==> src/rtl/timing_err_mon.sv <==
// Timing-error monitor: counts origin/leading capture mismatches against a late shadow
// capture over fixed windows of valid samples and thresholds them into error levels.
//
// state    | meaning
// S_IDLE   | monitor disabled, counters held at 0
// S_SETTLE | blanking after enable or a clk_sel change
// S_COUNT  | accumulating mismatches over WIN valid samples
// S_REPORT | single cycle publishing flags and snapshots
module timing_err_mon #(
  parameter int W      = 8,
  parameter int WIN    = 16,
  parameter int THRESH = 2,
  parameter int SETTLE = 4,
  localparam int CNT_W = $clog2(WIN + 1)
) (
  input  logic             clk,
  input  logic             rst,
  input  logic             en,
  input  logic             valid,
  input  logic [W-1:0]     data_origin,
  input  logic [W-1:0]     data_leading,
  input  logic [W-1:0]     data_shadow,
  input  logic             clk_sel,
  output logic             error_origin,
  output logic             error_leading,
  output logic [CNT_W-1:0] cnt_origin,
  output logic [CNT_W-1:0] cnt_leading,
  output logic             win_done
);

  localparam int SET_W = $clog2(SETTLE + 1);

  typedef enum logic [1:0] {
    S_IDLE,
    S_SETTLE,
    S_COUNT,
    S_REPORT
  } state_t;

  state_t           state;
  logic [SET_W-1:0] settle_cnt;
  logic [CNT_W-1:0] samp_cnt;
  logic [CNT_W-1:0] cnt_o;
  logic [CNT_W-1:0] cnt_l;
  logic             clk_sel_q;
  logic             mis_o;
  logic             mis_l;
  logic             chg;

  assign mis_o = (data_origin != data_shadow);
  assign mis_l = (data_leading != data_shadow);
  assign chg   = (clk_sel != clk_sel_q);

  always_ff @(posedge clk) begin
    if (rst) begin
      state         <= S_IDLE;
      settle_cnt    <= '0;
      samp_cnt      <= '0;
      cnt_o         <= '0;
      cnt_l         <= '0;
      clk_sel_q     <= 1'b0;
      error_origin  <= 1'b0;
      error_leading <= 1'b0;
      cnt_origin    <= '0;
      cnt_leading   <= '0;
      win_done      <= 1'b0;
    end else begin
      clk_sel_q <= clk_sel;
      win_done  <= 1'b0;
      if (!en) begin
        // Disabling clears the levels so the phase controller freezes.
        state         <= S_IDLE;
        settle_cnt    <= '0;
        samp_cnt      <= '0;
        cnt_o         <= '0;
        cnt_l         <= '0;
        error_origin  <= 1'b0;
        error_leading <= 1'b0;
        cnt_origin    <= '0;
        cnt_leading   <= '0;
      end else begin
        case (state)
          S_IDLE: begin
            state      <= S_SETTLE;
            settle_cnt <= '0;
            samp_cnt   <= '0;
            cnt_o      <= '0;
            cnt_l      <= '0;
          end
          S_SETTLE: begin
            if (chg) begin
              settle_cnt <= '0;
            end else if (settle_cnt == SET_W'(SETTLE - 1)) begin
              state      <= S_COUNT;
              settle_cnt <= '0;
            end else begin
              settle_cnt <= settle_cnt + 1'b1;
            end
          end
          S_COUNT: begin
            if (chg) begin
              // Phase switched mid-window: drop the partial window, keep flags.
              state      <= S_SETTLE;
              settle_cnt <= '0;
              samp_cnt   <= '0;
              cnt_o      <= '0;
              cnt_l      <= '0;
            end else if (valid) begin
              if (samp_cnt < CNT_W'(WIN)) samp_cnt <= samp_cnt + 1'b1;
              if (mis_o && (cnt_o < CNT_W'(WIN))) cnt_o <= cnt_o + 1'b1;
              if (mis_l && (cnt_l < CNT_W'(WIN))) cnt_l <= cnt_l + 1'b1;
              if (samp_cnt == CNT_W'(WIN - 1)) state <= S_REPORT;
            end
          end
          S_REPORT: begin
            error_origin  <= (cnt_o >= CNT_W'(THRESH));
            error_leading <= (cnt_l >= CNT_W'(THRESH));
            cnt_origin    <= cnt_o;
            cnt_leading   <= cnt_l;
            win_done      <= 1'b1;
            samp_cnt      <= '0;
            cnt_o         <= '0;
            cnt_l         <= '0;
            settle_cnt    <= '0;
            state         <= chg ? S_SETTLE : S_COUNT;
          end
          default: begin
            state <= S_IDLE;
          end
        endcase
      end
    end
  end

endmodule

==> config.mk <==
export PLATFORM = sky130hd
export DESIGN_NAME = timing_err_mon
export DESIGN_NICKNAME = d
export VERILOG_FILES = /design/src/rtl/timing_err_mon.sv
export SDC_FILE = /design/constraint.sdc
export NUM_CORES = 1
export LEC_CHECK = 0
export ABC_AREA = 1
export CAP_MARGIN = 20
export CORE_AREA = 2 2 68 70
export CTS_BUF_LIST = sky130_fd_sc_hd__clkbuf_2
export CTS_CLUSTER_SIZE = 24
export DETAILED_ROUTE_END_ITERATION = 16
export DIE_AREA = 0 0 70 72
export GPL_ROUTABILITY_DRIVEN = 0
export PLACE_DENSITY = 0.76
export SLEW_MARGIN = 25
export SYNTH_ARGS = -nofsm -noshare
export SYNTH_HDL_FRONTEND = slang
export SYNTH_SLANG_ARGS = --single-unit
export TNS_END_PERCENT = 5
==> constraint.sdc <==
create_clock -name clk -period 1.8 [get_ports clk]
set_clock_uncertainty 0.2 [all_clocks]
set_input_delay 0.45 -clock clk [delete_from_list [all_inputs] [get_ports clk]]
set_output_delay 0.45 -clock clk [all_outputs]
set_load 0.01 [all_outputs]
==> flow_summary.yaml, run 1 <==
sta:
  max_slew_margin: 0.800
  hold_viol_final: 0
  timing.final.ws_setup_ns: 0.0470
  rsz0062_at_grt: "yes"
  setup_viol_count_final: 0
  worst_slew_pin_slew_ns: 0.292
  maxSlewViolCount: 0
  period_share: 0.974
  layout_min_cycle_time_ns: 1.75
  fmax_mhz: 570
  tns_ns: 0
setup_path:
  critPathMaxFanout: 5
  rrSetupSlack_ns: 0.05
  arrival_ns: 1.87
  path_class: "flip-flop to flip-flop"
  r2r_end: "samp_cnt[4]$_SDFFE_PP0P_"
  crit_required_ns: 1.92
  startpoint_type: "flip-flop"
  reg2reg_depth: 7
  worstReg2RegStart: "state[1]$_SDFFE_PP0P_"
  crit_path_end_kind: "flip-flop"
place:
  dp_slack_ns: -0.457
  hpwl_um: 3340
  port_buffers: 41
power_and_ir_drop:
  p_total_mw: 1.45
  switching_power_mw: 0.430
  p_per_area_nw_per_um2: 544
  pwr-share-seq: 0.537
  p_sw_frac: 0.296
  internal-power_mw: 1.02
  peakVddDrop_mv: 0.247
  leakagePower_nw: 1.31
  p_comb_frac: 0.225
  clkPwrFrac: 0.238
clock_network:
  clk_latency_ns: 0.39
  cts.clk_slew.worst_paths_ns: 0.17
  clock-root-buffer: "clkbuf_2"
  cts_buffers: 5
  cts_buffer_depth: 2
  cts_max_level: 2
  cts_tree: "built"
  cts.sinks: 34
global_route:
  antenna_found_initial: 0
  grt_max_degree: 20
  grt_pass1_vias: 1789
  grt_pass1_wl_um: 7580
  grtUsageTotal: 0.184
  grt_overflow: 0
worst_hold_path:
  hold_start: "clk_sel"
  hold_end: "clk_sel_q$_SDFF_PP0_"
  hp-class: "primary input to flip-flop"
  whs_path_depth: 3
route:
  ant_nets: 0
  drt_iter0_drc: 61
  vias: 2036
  drc: 0
  firstDrtPassIters: 4
  routedWlPerCell_um: 11.3
  wl_um: 4650
  vias_per_cell: 4.94
yosys:
  ys_warn_count: 0
  netlist_area_um2: 1980
  synth_nets: 331
  synth_cells: 292
  synth-seq-area-share: 0.343
  ys_types: 30
  synth_area_per_cell_um2: 6.79
  ys_ff_latch: 34
floorplanning:
  num_rows: 24
  core-area_um2: 4260
  dieHeight_um: 72
  start_util: 0.465
  die_w_um: 70
  dieArea_um2: 5040
  io_pins: 42
run:
  cap_violations: 0
layout:
  fillCellCount: 375
  fin_nets: 398
  antenna_cells_inserted: 0
  area_delta_synth_final_pct: 34.7
  final_util: 0.626
  drive_above_1_share: 0.147
run_status:
  status: "completed"
## how the worst max path moves through the flow
stage	start	slack, ns	to	cells after the start
6_report	state[1]$_SDFFE_PP0P_	0.05	samp_cnt[4]$_SDFFE_PP0P_	7
5_1_grt	data_shadow[1]	-0.04	cnt_o[3]$_SDFFE_PP0P_	12
4_1_cts	clk_sel	-0.05	samp_cnt[4]$_SDFFE_PP0P_	11
3_5_place_dp	clk_sel	-0.46	samp_cnt[4]$_SDFFE_PP0P_	11
3_3_place_gp	clk_sel	-0.39	samp_cnt[2]$_SDFFE_PP0P_	12
2_1_floorplan	state[0]$_SDFFE_PP0P_	0.05	cnt_l[2]$_SDFFE_PP0P_	10
## cell usage in the layout (no fill, tap or decap), types with 3 or more instances in the layout
master,Yosys,routed
inv_2,2,4
nand3_1,17,17
nor3_1,5,5
o21ai_0,18,16
nand2_4,2,3
nor2_1,26,26
dfxtp_1,34,32
nor4_1,5,5
nand2_1,77,75
xnor2_1,6,6
a21oi_1,22,22
buf_4,0,24
nand2_2,2,3
inv_1,42,40
clkbuf_2,0,6
ha_1,10,9
dlygate4sd2_1,0,13
clkdlybuf4s50_1,0,27
## registers in the layout, indices dropped and copies added, names as in the netlist
signal,count
error_origin,1
settle_cnt,3
cnt_l,5
state,2
cnt_origin,5
samp_cnt,5
cnt_leading,5
cnt_o,5
error_leading,1
win_done,1
clk_sel_q,1
## Yosys cell counts
library cell | number | area [um2]
a211oi_1 | 2 | 15.0
a2111oi_0 | 1 | 8.76
clkbuf_1 | 3 | 11.3
o211a_1 | 1 | 10.0
a31oi_1 | 2 | 12.5
nand2_2 | 2 | 12.5
o21a_1 | 1 | 7.51
nand3_1 | 17 | 85.1
dfxtp_1 | 34 | 681
nor2_4 | 1 | 11.3
ha_1 | 10 | 125
inv_1 | 42 | 158
xnor2_1 | 6 | 52.6
nor2_2 | 1 | 6.26
a21oi_1 | 22 | 110
a21oi_2 | 3 | 26.3
nor2_1 | 26 | 97.6
buf_2 | 1 | 5.00
nor3_1 | 5 | 25.0
nand2_4 | 2 | 22.5
xor2_1 | 2 | 17.5
inv_4 | 1 | 6.26
inv_2 | 2 | 7.51
nor2_8 | 1 | 20.0
nor4_1 | 5 | 31.3
a41oi_1 | 1 | 8.76
nand2_1 | 77 | 289
or2_1 | 1 | 6.26
buf_6 | 2 | 22.5
o21ai_0 | 18 | 90.1
## metal layers
metal | vias up | share of wire | track usage
met2 | 55 | 0.46 | 0.314
met3 | 8 | 0.060 | 0.0431
met5 | - | 0 | 0
li1 | 1072 | - | -
met4 | 0 | 0.018 | 0.0598
met1 | 901 | 0.47 | 0.230
## through the flow
step                      hold WS (ns)  area [um2]  instances
after CTS                        0.265        2570        404
after global routing             0.111        2670        412
after detailed placement         0.242        2550        396
after global placement           0.234        2550        396
after floorplan                  0.223        1980        292
final                            0.119        2670        412
## cell families after synthesis
group,synth area share
simple gates,0.306
fa+ha+maj,0.0631
buf+inv,0.106
compound gates,0.146
xor+xnor,0.0354
flops,0.343
## layout make-up
| type | count | area (um2) | area share |
|---|---|---|---|
| Sequential cell | 34 | 683 | 0.256 |
| Timing Repair inverter | 1 | 8.76 | 0.00328 |
| Multi-Input combinational cell | 207 | 1120 | 0.418 |
| Tap cell | 52 | 65.1 | 0.0244 |
| Timing Repair Buffer | 65 | 577 | 0.216 |
| Clock buffer | 6 | 30.0 | 0.0112 |
| Clock inverter | 2 | 8.76 | 0.00328 |
| Inverter | 45 | 181 | 0.0679 |
## what timing repair did
item | CTS | global route
resized for setup | 14 | 15
hold buffers | 0 | 0
setup buffers | 0 | 7
endpoints found under the hold margin | 0 | 0
gates cloned | 0 | 1
pin swaps | 1 | 6
endpoints found under the setup margin | 18 | 15
## power groups by stage
stage               clock (mW)  combinational, mW  sequential, mW
floorplan                    0              0.178           0.795
CTS                      0.351              0.305           0.779
global placement             0              0.299           0.795
global route             0.378              0.363           0.783
detailed placement           0              0.302           0.795
finish                   0.345              0.327           0.781
## critical path: stages, from the launching register on
cell,delay (ns)
dfxtp_2,0.39
inv_1,0.06
ha_1,0.30
nand2_1,0.12
nand2_4,0.13
buf_4,0.16
buf_4,0.12
a211oi_2,0.20
(Power assumes the default switching activity.)
==> run 2, diff against run 1 <==
Settings changed: GPL_TIMING_DRIVEN set to 0.
==> run 2 against run 1 <==
Worst setup slack got worse by 0.032 ns. Maximum frequency fell by 1.8%. Final cell count fell by 3.9%. Via count fell by 2.8%. Sequential power barely moved. Die area did not move. Non-clock buffer count fell by 15. Wire length fell by 3.7%. Largest cell class unchanged.
==> flow_summary.yaml, run 2 (synthesis gave the netlist of run 1 again) <==
global_route:
  grt_max_degree: 12
  grt_overflow: 0
  grt_pass1_wl_um: 8000
  antenna_found_initial: 0
  grt_pass1_vias: 1889
  grtUsageTotal: 0.192
layout:
  final_util: 0.603
  layout_commonest_cell: "nand2_1"
  area_delta_synth_final_pct: 29.7
  final_area_um2: 2570
  fin_nets: 382
  mostFrequentLayoutCells: "76 x nand2_1, 41 x inv_1, 29 x dfxtp_1"
  drive_above_1_share: 0.110
  antenna_cells_inserted: 0
  fin_cells: 396
setup_path:
  worstReg2RegStart: "state[1]$_SDFFE_PP0P_"
  critPathBufInv: 4
  arrival_ns: 1.87
  cp.depth: 11
  reg2reg_depth: 8
  r2r_end: "cnt_o[3]$_SDFFE_PP0P_"
  crit_chain: "clkdlybuf4s50_1 -> inv_1 -> nand2_1 -> nand2_2 -> nor2_4 -> nand2_2 -> nand2_4 -> inv_6 -> buf_6 -> a21oi_1 -> nor2_1"
  crit_top_cell: "nand2_2"
  crit_required_ns: 1.88
  cp-startpoint: "clk_sel"
  path_delay_family: "buffers and inverters"
  critPathMaxFanout: 10
  cp_slowest_cell: "clkdlybuf4s50_1"
  rrSetupSlack_ns: 0.02
  crit_path_end: "cnt_o[0]$_SDFFE_PP0P_"
  crit_path_end_kind: "flip-flop"
  path_class: "primary input to flip-flop"
  crit_path_max_incr_delay_ns: 0.48
  startpoint_type: "primary input"
floorplanning:
  num_rows: 24
  dieArea_um2: 5040
  core-area_um2: 4260
  start_util: 0.465
  die_w_um: 70
  dieHeight_um: 72
  io_pins: 42
route:
  vias: 1979
  firstDrtPassIters: 4
  drt_iter0_drc: 65
  routedWlPerCell_um: 11.3
  drc: 0
  ant_nets: 0
  wl_um: 4480
  vias_per_cell: 5.00
worst_hold_path:
  hp-class: "flip-flop to flip-flop"
place:
  dp_slack_ns: -0.502
  dp.cells: 385
  placed_area_um2: 2460
  hpwl_um: 3390
  port_buffers: 41
clock_network:
  cts.sinks: 34
  cts_tree: "built"
  cts.clk_slew.worst_paths_ns: 0.17
  clk_latency_ns: 0.38
  cts_hold_buffers: 0
  clock-root-buffer: "clkbuf_2"
  cts_buffer_depth: 2
  cts_max_level: 2
  cts_buffers: 5
sta:
  rsz0062_at_grt: "yes"
  tns_ns: 0
  hold_viol_final: 0
  timing.final.ws_setup_ns: 0.0149
  setup_viol_count_final: 0
  layout_min_cycle_time_ns: 1.79
  worst_slew_pin_slew_ns: 0.491
  max_slew_margin: 0.673
  period_share: 0.992
  fmax_mhz: 560
  maxSlewViolCount: 0
run_status:
  status: "completed"
power_and_ir_drop:
  peakVddDrop_mv: 0.575
  p_per_area_nw_per_um2: 610
  leakagePower_nw: 1.22
run:
  cap_violations: 0
-- run 2: cell types whose count changed in the layout (fill, tap and decap cells not counted), moves of 2 or more --
cell / previous run / this run
dfxtp_1: 32 / 29
dfxtp_2: 2 / 4
buf_4: 24 / 4
buf_6: 0 / 2
-- run 2: power by group --
group	switching [mW]	leakage (nW)	internal (mW)	total, mW
combinational	0.154	0.899	0.141	0.294
clock	0.260	0.0427	0.231	0.491
sequential	0.0154	0.278	0.767	0.782
-- run 2: repair_timing --
item,4_1_cts,5_1_grt
pin swaps,2,1
setup endpoints to repair,40,23
setup buffers,4,0
resized for setup,21,8
-- run 2: per-layer routing --
metal  wire (um)  GRT usage  vias up  part of all wire
met1        2080      0.234      878              0.46
met5           0          0        -                 0
li1            -          -     1036                 -
met4          42     0.0513        0            0.0094
met3         280     0.0458        7             0.062
met2        2080      0.343       58              0.46
-- run 2: cell type report --
type,instances,area (um2)
inverter,45,174
clock buffer,5,25.0
timing repair buffer,45,424
tap,52,65.1
sequential,34,689
multi-input combinational,207,1120
buffer,5,36.3
fill,418,1690
clock inverter,3,40.0
-- run 2: how the worst min path moves through the flow --
stage,endpoint,slack [ns],cells after the start,start
after floorplan,settle_cnt[2]$_SDFFE_PP0P_,0.22,2,settle_cnt[2]$_SDFFE_PP0P_
after global placement,settle_cnt[2]$_SDFFE_PP0P_,0.24,2,settle_cnt[2]$_SDFFE_PP0P_
after detailed placement,settle_cnt[2]$_SDFFE_PP0P_,0.25,2,settle_cnt[2]$_SDFFE_PP0P_
after CTS,settle_cnt[2]$_SDFFE_PP0P_,0.27,2,settle_cnt[2]$_SDFFE_PP0P_
after global routing,cnt_leading[2]$_SDFFE_PP0N_,0.30,2,cnt_leading[2]$_SDFFE_PP0N_
final,settle_cnt[2]$_SDFFE_PP0P_,0.27,2,settle_cnt[2]$_SDFFE_PP0P_
-- run 2: stage by stage --
stage,hold WS [ns],power (mW)
after floorplan,0.223,0.973
after global placement,0.235,1.08
after detailed placement,0.250,1.08
after CTS,0.271,1.58
after global routing,0.304,1.65
final,0.265,1.57
-- run 2: worst reg2reg max path: stages, from the launching register on --
cell and delay [ns]:
dfxtp_2 0.41, inv_1 0.10, ha_1 0.32, nand2_1 0.12
nand2_4 0.09, inv_6 0.11, buf_6 0.15, nand3_1 0.08
a21oi_1 0.15
